### src/rtl/alu_result_stage.sv
// Execute-to-writeback stage: 2-entry elastic buffer for ALU results, the
// architectural Z/V/C flags register, and a forwarding bus for operand bypass.
module alu_result_stage #(
  parameter int unsigned DATA_W = 16,
  parameter int unsigned REG_AW = 3
) (
  input  logic              Clock,
  input  logic              Reset,
  input  logic              in_valid,
  output logic              in_ready,
  input  logic [DATA_W-1:0] in_result,
  input  logic              in_zero,
  input  logic              in_overflow,
  input  logic              in_carry,
  input  logic [REG_AW-1:0] in_rd,
  input  logic              in_regwrite,
  input  logic              in_setflags,
  output logic              out_valid,
  input  logic              out_ready,
  output logic [DATA_W-1:0] out_result,
  output logic [REG_AW-1:0] out_rd,
  output logic              out_regwrite,
  output logic              flag_z,
  output logic              flag_v,
  output logic              flag_c,
  output logic              fwd_valid,
  output logic [REG_AW-1:0] fwd_rd,
  output logic [DATA_W-1:0] fwd_result,
  output logic [1:0]        occupancy
);

  localparam int unsigned DEPTH = 2;

  logic [DATA_W-1:0] result_q [DEPTH];
  logic [DATA_W-1:0] result_d [DEPTH];
  logic [REG_AW-1:0] rd_q     [DEPTH];
  logic [REG_AW-1:0] rd_d     [DEPTH];
  logic              we_q     [DEPTH];
  logic              we_d     [DEPTH];
  logic              wr_ptr_q, wr_ptr_d;
  logic              rd_ptr_q, rd_ptr_d;
  logic [1:0]        count_q, count_d;
  logic              flag_z_q, flag_z_d;
  logic              flag_v_q, flag_v_d;
  logic              flag_c_q, flag_c_d;

  logic fire_in;
  logic fire_out;
  logic young_idx;

  // Handshakes depend on registered occupancy only
  always_comb begin
    in_ready  = (count_q != 2'd2) & ~Reset;
    out_valid = (count_q != 2'd0);
    fire_in   = in_valid & in_ready;
    fire_out  = out_valid & out_ready;
  end

  // Next-state: FIFO write/read, occupancy and flags update
  always_comb begin
    result_d = result_q;
    rd_d     = rd_q;
    we_d     = we_q;
    wr_ptr_d = wr_ptr_q;
    rd_ptr_d = rd_ptr_q;
    count_d  = count_q;
    flag_z_d = flag_z_q;
    flag_v_d = flag_v_q;
    flag_c_d = flag_c_q;

    if (fire_in) begin
      result_d[wr_ptr_q] = in_result;
      rd_d[wr_ptr_q]     = in_rd;
      // R0 is hardwired zero, so a write to it is dropped here
      we_d[wr_ptr_q]     = in_regwrite & (in_rd != '0);
      wr_ptr_d           = ~wr_ptr_q;
      if (in_setflags) begin
        flag_z_d = in_zero;
        flag_v_d = in_overflow;
        flag_c_d = in_carry;
      end
    end

    if (fire_out) begin
      rd_ptr_d = ~rd_ptr_q;
    end

    case ({fire_in, fire_out})
      2'b10:   count_d = count_q + 2'd1;
      2'b01:   count_d = count_q - 2'd1;
      default: count_d = count_q;
    endcase
  end

  // State registers with synchronous reset that discards pending entries
  always_ff @(posedge Clock) begin
    if (Reset) begin
      for (int i = 0; i < DEPTH; i++) begin
        result_q[i] <= '0;
        rd_q[i]     <= '0;
        we_q[i]     <= 1'b0;
      end
      wr_ptr_q <= 1'b0;
      rd_ptr_q <= 1'b0;
      count_q  <= 2'd0;
      flag_z_q <= 1'b0;
      flag_v_q <= 1'b0;
      flag_c_q <= 1'b0;
    end else begin
      result_q <= result_d;
      rd_q     <= rd_d;
      we_q     <= we_d;
      wr_ptr_q <= wr_ptr_d;
      rd_ptr_q <= rd_ptr_d;
      count_q  <= count_d;
      flag_z_q <= flag_z_d;
      flag_v_q <= flag_v_d;
      flag_c_q <= flag_c_d;
    end
  end

  // Head entry drives writeback; zeroed when empty so stale data never shows
  always_comb begin
    out_result   = out_valid ? result_q[rd_ptr_q] : '0;
    out_rd       = out_valid ? rd_q[rd_ptr_q]     : '0;
    out_regwrite = out_valid & we_q[rd_ptr_q];
    occupancy    = count_q;
    flag_z       = flag_z_q;
    flag_v       = flag_v_q;
    flag_c       = flag_c_q;
  end

  // Forwarding picks the youngest pending register write (slot behind wr_ptr)
  always_comb begin
    young_idx  = ~wr_ptr_q;
    fwd_valid  = 1'b0;
    fwd_rd     = '0;
    fwd_result = '0;
    if ((count_q != 2'd0) && we_q[young_idx]) begin
      fwd_valid  = 1'b1;
      fwd_rd     = rd_q[young_idx];
      fwd_result = result_q[young_idx];
    end else if ((count_q == 2'd2) && we_q[rd_ptr_q]) begin
      fwd_valid  = 1'b1;
      fwd_rd     = rd_q[rd_ptr_q];
      fwd_result = result_q[rd_ptr_q];
    end
  end

endmodule

### config.mk
export PLATFORM = sky130hd
export DESIGN_NAME = alu_result_stage
export DESIGN_NICKNAME = d
export VERILOG_FILES = /design/src/rtl/alu_result_stage.sv
export SDC_FILE = /design/constraint.sdc
export NUM_CORES = 1
export LEC_CHECK = 0
export ABC_AREA = 1
export CORE_MARGIN = 8
export CORE_UTILIZATION = 50
export CTS_CLUSTER_SIZE = 40
export DETAILED_ROUTE_END_ITERATION = 6
export PLACE_DENSITY = 0.91
export SYNTH_ARGS = -nofsm -noshare
export SYNTH_HDL_FRONTEND = slang
export SYNTH_SLANG_ARGS = --single-unit
export TNS_END_PERCENT = 100
### constraint.sdc
create_clock -name Clock -period 2.1 [get_ports Clock]
set_input_delay 0.42 -clock Clock [delete_from_list [all_inputs] [get_ports Clock]]
set_output_delay 0.42 -clock Clock [all_outputs]
set_load 0.02 [all_outputs]
### Word-level counts from Yosys, hierarchy flattened

Index checks and enable logic that the tools add are counted.

* register bits: 47
* output and inout bits: 47
* logic and storage cells: 76

* add/sub/neg operators: 2
* order comparisons: 4
* equal/unequal tests: 4
* multiplexer cells: 36
* bitwise operators: 11
* reductions and logical operators: 7

Operators with widths (number)
* $mux 16: 10
* $bwmux 32: 1
* $mux 3: 10
* $demux 16 s1: 1
* $mux 1: 9
* $bwmux 6: 1
* $ge 2x2->1 const B: 3
* $not 1->2: 3
* $and 1x1->1: 5
* $eq 2x2->1 const B: 2
* $pmux 2 s2: 1
* $reduce_bool 2->1: 2
* $demux 3 s1: 1
* $logic_and 1x1->1: 3
* $not 1->1: 3
* $reduce_bool 3->1: 1
* $add 2x1->2 const B: 1
* $bwmux 2: 1
* $eq 2x1->1 const B: 1
* $lt 2x1->1 const B: 1
* $ne 2x2->1 const B: 1
* $reduce_and 2->1: 1
* $sub 2x1->2 const B: 1
* $demux 1 s1: 1

### Logic depth before layout (Yosys ltp)

Gate-level depths: netlist of the first run.

* depth in word-level cells: 7
* mapped depth: 8
* mapped depth without buffers: 8

### Worst setup path after synthesis of the first run

No wires, ideal clock.

* path type: register -> register
* from: register count_q[0] (netlist: occupancy[0])
* to: register count_q[1] (netlist: occupancy[1])
* library setup time: 116 ps
* data arrival time: 1808 ps
* data required time: 1984 ps
* slack: 177 ps
* cell stages (with the launch flop): 8
* buffers on the path: 0
* clock period less this slack: 1923 ps
* path through: dfxtp_1 inv_2 a21oi_1 nand2_1 ha_1 or2_2 a21oi_1 nor2_1

* longest elaborated chain between the ends: 5
* elaborated cells on any way between the ends: 11
* classes of those cells: add/sub: 2; eq/ne: 3; mux: 1; bitwise: 3; reduce/logical: 2

Ends and longest elaborated chain
* start, declared: RTL line 42 `logic [1:0] count_q, count_d;`
* start signal, assigned: RTL line 115 `count_q <= count_d;`
* $ne 2x2->1 *: RTL line 53 `in_ready = (count_q != 2'd2) & ~Reset;`
* $and 1x1->1 *: RTL line 53
* via in_ready: RTL line 10 `output logic in_ready,`
* $and 1x1->1 *: RTL line 55 `fire_in = in_valid & in_ready;`
* $eq 2x1->1 / $eq 2x2->1 (equally long branches): RTL line 88 `case ({fire_in, fire_out})`
* $pmux 2 s2 / $reduce_bool 2->1 (equally long branches)

The timed path passes the listed nets; every way through them passes the cells marked *.
A chain may end at the register's enable or synchronous reset.

### Final worst setup path of the first run

* from: register rd_ptr_q
* to: output out_result[12]

* longest elaborated chain between the ends: 5

Ends and longest elaborated chain
* start, declared: RTL line 41 `logic rd_ptr_q, rd_ptr_d;`
* start signal, assigned: RTL line 114 `rd_ptr_q <= rd_ptr_d;`
* $not 1->2 (not written as such): RTL line 124 `out_result = out_valid ? result_q[rd_ptr_q] : '0;`
* $mux 16 (not written as such) (3 in a row): RTL line 124
* $mux 16: RTL line 124
* end, declared: RTL line 20 `output logic [DATA_W-1:0] out_result,`

No other way between the ends. The select of a mux whose other input is x is not followed.

==> flow_summary.ini, run 1 <==
[power_and_ir_drop]
ir_drop_mv = 0.5328
powerDensity_mw_per_mm2 = 779.2
p_leak_nw = 1.993

[timing]
maxSlewHeadroom = 0.7805
fin_skew_ns = 0.008991
fin_crit_ns = 2.007
slew_violations = 0
hold_viol_final = 0
rsz0062_at_grt = false
fmax_mhz = 498.2
fin_crit_sh = 0.9558
setup_violations = 0
worst-slew-pin-transition_ns = 0.3293
final.setup.tns_ns = 0

[clock_network]
cts_tree = yes
numCtsBuffers = 5
cts_setup_buffers = 0
clk-insertion-delay-late_ns = 0.31
clock-sinks = 47
ctsLongestPathBuffers = 2
path_clk_slew_ns = 0.09
cts_root_buffer = clkbuf_8
htreeDepth = 2
cts_hold_buf = 0

[layout]
final_common_cell = nand2_1
nFillCells = 489
area_growth_pct = 31.60
drive_gt1_frac = 0.1127
most-common-layout-cells = nand2_1, nor2_1, inv_1, dfxtp_1
insertedDiodeCount = 0
fin_util = 0.6803
final_net_count = 587
stdcell_area_sq_mm = 0.003746

[floorplan]
ios = 75
start_util = 0.5169
die_height_um = 91.45
coreArea_sq_mm = 0.005507
die_area_sq_mm = 0.008363
rows = 27
die_w_um = 91.45

[synth]
synthMuxAreaShare = 0
synth_top_area_frac = 0.3305
yosys.area_share.simple = 0.4514
synthCells = 483
synth_top_family_by_area = simple AND/OR/NAND/NOR gates
async_reset_ff_frac = 0
ys_types = 24
synth-seq-area-share = 0.3305
yosys.area_share.adder = 0.004396
synthXorXnorAreaFrac = 0.003077
ys_warn_count = 0
synth-edff-count = 0
ys_ff_latch = 47
synth_compound_area_frac = 0.08527
postSynthAreaPerCell_sq_um = 5.893
ys.flop_type = dfxtp_1
yosysTopAreaCell = dfxtp_1
syn_nets = 512
syn_area_sq_mm = 0.002846
synth.area.top_cells = dfxtp_1, nand2_1, nor2_1

[routing]
routed-via-count = 3139
m1WireLength_mm = 3.209
firstDrtPassIters = 5
ant_nets = 0
drc = 0
first_iter_violations = 188
wl_met2_mm = 4.174
avgViaCountPerCell = 4.975
wl_met3_um = 525
route.top_layer_used = met4
wl_per_cell_um = 12.75
drt-total-wl_mm = 8.046

[critical_path]
ff2ff_path_depth = 8
cp_num_cells = 4
cp_slowest_cell = dfxtp_2
crit_chain = buf_4, o21ai_0, and2_1, dlygate4sd2_1
r2r_slack_ns = 0.49
worst_r2r_endpoint = occupancy[1]$_SDFFE_PP0P_
cp.required_ns = 1.68
crit_path_end = out_result[12]
crit_family = buffers and inverters
crit_fanout = 14
cp-start-kind = flip-flop
critPathCaptureType = primary output
cp_slowest_stage_delay_ns = 0.36
crit_buf_inv = 2
r2r_start = occupancy[0]$_SDFFE_PP0P_
critical_path_arrival_ns = 1.59
critPathLaunch = rd_ptr_q$_SDFFE_PP0P_
crit_type = reg -> out

[run_status]
status = finished clean

[run]
max-cap-violations = 0

[grt]
grt_use_total = 0.1896
grt_start_max_net_pins = 42
antenna_found_initial = 0
first_global_vias = 3087
grt_pass1_wl_mm = 13.44
overflow = 0

[worst_hold_path]
whs_path_depth = 4
min_path_type = reg -> reg

[place]
placed_area_sq_mm = 0.003746
gp_congestion = 0.8234
portBuffers = 74
dp_hpwl_mm = 5.735
## how the worst min path moves through the flow
stage | slack, ns | to | start
2_1_floorplan | 0.49 | occupancy[0]$_SDFFE_PP0P_ | Reset
3_3_place_gp | 0.50 | flag_v$_SDFFE_PP0P_ | flag_v$_SDFFE_PP0P_
3_5_place_dp | 0.50 | flag_v$_SDFFE_PP0P_ | flag_v$_SDFFE_PP0P_
4_1_cts | 0.52 | flag_v$_SDFFE_PP0P_ | flag_v$_SDFFE_PP0P_
5_1_grt | 0.56 | flag_z$_SDFFE_PP0P_ | flag_z$_SDFFE_PP0P_
6_report | 0.51 | flag_v$_SDFFE_PP0P_ | flag_v$_SDFFE_PP0P_
## logic make-up after synthesis
| kind of cell | Yosys count |
|---|---|
| AND/OR/NAND/NOR | 305 |
| buffers and inverters | 81 |
| AO/OA/AOI/OAI | 48 |
| flip-flops | 47 |
| XOR/XNOR | 1 |
| adder cells (fa/ha/maj) | 1 |
## report_power, final
group          switching (mW)  internal [mW]  total, mW
clock                   0.312          0.300      0.612
sequential             0.0658          0.987       1.05
combinational           0.778          0.477       1.25
total                    1.16           1.76       2.92
## cell usage after synthesis (4+ instances only)
cell type / count
a21oi_1: 5
and2_1: 17
buf_2: 18
buf_4: 4
clkbuf_1: 6
dfxtp_1: 47
inv_1: 49
nand2_1: 149
nand3_1: 39
nor2_1: 93
o21ai_0: 40
## worst register-to-register path: cells and delay by family, from the launching register on
| kind | cells | cell delay (ns) |
|---|---|---|
| fa+ha+maj | 1 | 0.31 |
| flops | 1 | 0.39 |
| compound gates | 1 | 0.18 |
| buf+inv | 1 | 0.14 |
| simple gates | 5 | 0.47 |
## layer usage
layer,vias up,GRT usage
met2,108,0.3415
met3,13,0.04198
met1,1398,0.2076
li1,1620,-
met5,-,0
met4,0,0.08186
## metrics by stage
stage                     hold slack [ns]  instances  total power [mW]  worst slack, ns
final                              0.5136        631             2.919          0.09286
after global routing               0.5634        631             3.100         0.006506
after CTS                          0.5155        631             2.913          0.01212
after detailed placement           0.5011        623             2.358          0.03471
after global placement             0.4951        623             2.318          0.05635
after floorplan                    0.4924        483             1.843           0.1766
## repair_timing
item	CTS	global route
gates cloned	0	0
pin swaps	0	0
resized for setup	57	32
setup endpoints to repair	41	27
hold endpoints to repair	0	0
## cell type report
cell class                      count  area (sq um)  share of cell area
Multi-Input combinational cell    355          1553              0.4145
Sequential cell                    47         944.7              0.2522
Timing Repair Buffer               98         863.3              0.2305
Inverter                           51         191.4             0.05110
Clock buffer                        7         96.34             0.02572
Tap cell                           72         90.09             0.02405
Clock inverter                      1         7.507            0.002004
## state kept, by name, indices dropped and copies added (netlist names)
register / flops
result_q: 32
rd_q: 6
occupancy: 2
we_q: 2
flag_c: 1
flag_v: 1
flag_z: 1
rd_ptr_q: 1
wr_ptr_q: 1
(Power assumes the default switching activity.)
==> run 2, diff against run 1 <==
TNS_END_PERCENT = not set   (was 100)
==> results of run 2 <==
No change in the layout: final DEF, timing and power equal those of run 1.
==> run 3, diff against run 2 <==
CELL_PAD_IN_SITES_DETAIL_PLACEMENT = 0   (was not set)
CELL_PAD_IN_SITES_GLOBAL_PLACEMENT = 1   (was not set)
CORE_UTILIZATION = 30   (was 50)
PLACE_DENSITY = 0.86   (was 0.91)
clock period = 1.7 ns   (was 2.1 ns; I/O delays follow)
==> run 3 against run 2 <==
The run now ends with negative setup slack left; die area is 54% higher; non-clock buffer count increased by 28; largest cell class unchanged; critical endpoint is now fwd_result[14]; hold slack improved by 0.0065 ns.
==> flow_summary.ini, run 3 (same netlist as run 1, synthesis figures left out) <==
[layout]
area_growth_pct = 51.25
most-common-layout-cells = nand2_1, nor2_1, inv_1, buf_4, dfxtp_1
largest_register_ffs = 32
drive_gt1_frac = 0.2538
fin_util = 0.4659
final_net_count = 615
regMostFlops = result_q
final_common_cell = nand2_1
insertedDiodeCount = 0
reg_top3 = result_q (32), rd_q (6)

[grt]
antenna_found_initial = 0
grt_use_total = 0.1348
first_global_vias = 3035
grt_start_max_net_pins = 41
overflow = 0
grt_pass1_wl_mm = 14.20

[power_and_ir_drop]
p_int_mw = 2.457
ir_drop_mv = 0.8820
p_leak_nw = 2.172
power_mw = 4.067
powerDensity_mw_per_mm2 = 944.5
power_switching_mw = 1.610
p_clk_frac = 0.184
p_sw_frac = 0.3958
p_comb_frac = 0.490
seqPwrFrac = 0.326

[timing]
fin_skew_ns = 0.004103
setup_violations = 24
rsz0062_at_grt = true
worst-slew-pin-transition_ns = 0.3131
slew_violations = 0
hold_viol_final = 0
fin_crit_sh = 1.080
fmax_mhz = 544.6
worst_slack_ns = -0.1363
fin_crit_ns = 1.836
maxSlewHeadroom = 0.7912

[clock_network]
clk-insertion-delay-late_ns = 0.30
path_clk_slew_ns = 0.09
htreeDepth = 2
clock-sinks = 47
ctsLongestPathBuffers = 2
cts_root_buffer = clkbuf_8
cts_tree = yes
cts_hold_buf = 0
numCtsBuffers = 5

[place]
gp_congestion = 0.7704
dp_hpwl_mm = 6.331
portBuffers = 74

[critical_path]
crit_fanout = 6
cp_slowest_stage_delay_ns = 0.38
path_common_cell = buf_4
cp-start-kind = flip-flop
crit_buf_inv = 3
crit_type = reg -> out
critPathCaptureType = primary output
crit_chain = nand2_2, o21ai_2, nor2_4, buf_4, buf_6, nand3_1, nand2_1, buf_4
crit_family = flip-flops
cp_slowest_cell = dfxtp_4
cp.required_ns = 1.36
critical_path_arrival_ns = 1.50

[routing]
avgViaCountPerCell = 4.450
routed-via-count = 3186
wl_met3_um = 331
wl_per_cell_um = 12.38
route.top_layer_used = met4
drc = 0
wl_met2_mm = 4.466
m1WireLength_mm = 3.925
drt-total-wl_mm = 8.866
firstDrtPassIters = 4
first_iter_violations = 147
ant_nets = 0

[run_status]
violations = negative setup slack
status = complete, but fails checks

[worst_hold_path]
min_path_type = reg -> reg

[floorplan]
coreArea_sq_mm = 0.009240
die_height_um = 113.4
ios = 75
die_w_um = 113.4
rows = 35
start_util = 0.3081
die_area_sq_mm = 0.01286

[run]
max-cap-violations = 0
## run 3: changes by cell type in the layout (fill, tap and decap cells not counted), sizes merged
cell and change:
buf +64, clkbuf -15, clkdlybuf4s15 +2, clkdlybuf4s50 -2, clkinvlp -1, dlygate4sd2 -19
dlymetal6s2s -1
## run 3: final timing paths
check	start	end	slack, ns	depth (start not counted)
worst min-delay path	flag_z$_SDFFE_PP0P_	flag_z$_SDFFE_PP0P_	0.52	4
worst max register to register	occupancy[0]$_SDFFE_PP0P_	occupancy[1]$_SDFFE_PP0P_	0.05	8
worst min register to register	flag_z$_SDFFE_PP0P_	flag_z$_SDFFE_PP0P_	0.52	4
worst max-delay path	rd_ptr_q$_SDFFE_PP0P_	fwd_result[14]	-0.14	8
## run 3: repair_timing
item                       4_1_cts  5_1_grt
pin swaps                        3       13
setup buffers                    4        7
cloned                           2        0
gates resized for setup        246       55
setup endpoints to repair       44       42
## run 3: layout make-up
cell class,instances,area [sq um]
Clock buffer,8,100.1
Fill cell,951,4935
Inverter,51,196.4
Multi-Input combinational cell,355,1724
Sequential cell,47,958.4
Tap cell,129,161.4
Timing Repair Buffer,126,1165
## run 3: power groups by stage
| stage | registers, mW | clock network (mW) | logic, mW |
|---|---|---|---|
| floorplan | 1.35 | 0 | 0.933 |
| global placement | 1.32 | 0 | 1.71 |
| global route | 1.34 | 0.819 | 2.17 |
| CTS | 1.32 | 0.768 | 1.82 |
| detailed placement | 1.32 | 0 | 1.73 |
| finish | 1.33 | 0.746 | 1.99 |
## run 3: per-layer routing
metal  up-vias  GRT usage
li1       1683          -
met1      1437     0.1493
met2        57     0.2520
met3         9    0.02958
met5         -          0
met4         0    0.03730
## run 3: stage by stage
stage / setup slack, ns / setup TNS [ns] / instances / area [sq um] / hold WS (ns)
6_report: -0.1363 / -2.181 / 716 / 4305 / 0.5201
4_1_cts: -0.1991 / -2.293 / 711 / 4090 / 0.5293
3_3_place_gp: -0.2911 / -9.400 / 697 / 3938 / 0.5048
2_1_floorplan: 0.03970 / 0 / 483 / 2851 / 0.4050
3_5_place_dp: -0.3190 / -12.96 / 697 / 3938 / 0.5130
5_1_grt: -0.2152 / -4.848 / 716 / 4305 / 0.5705
## run 3: worst reg2reg max path: cells and delay by family, from the launching register on
kind	cells	cell delay (ns)
adders and majority gates	1	0.21
buffers and inverters	2	0.26
AOI/OAI and AO/OA	1	0.16
and+or+nand+nor	4	0.55
DFF	1	0.37
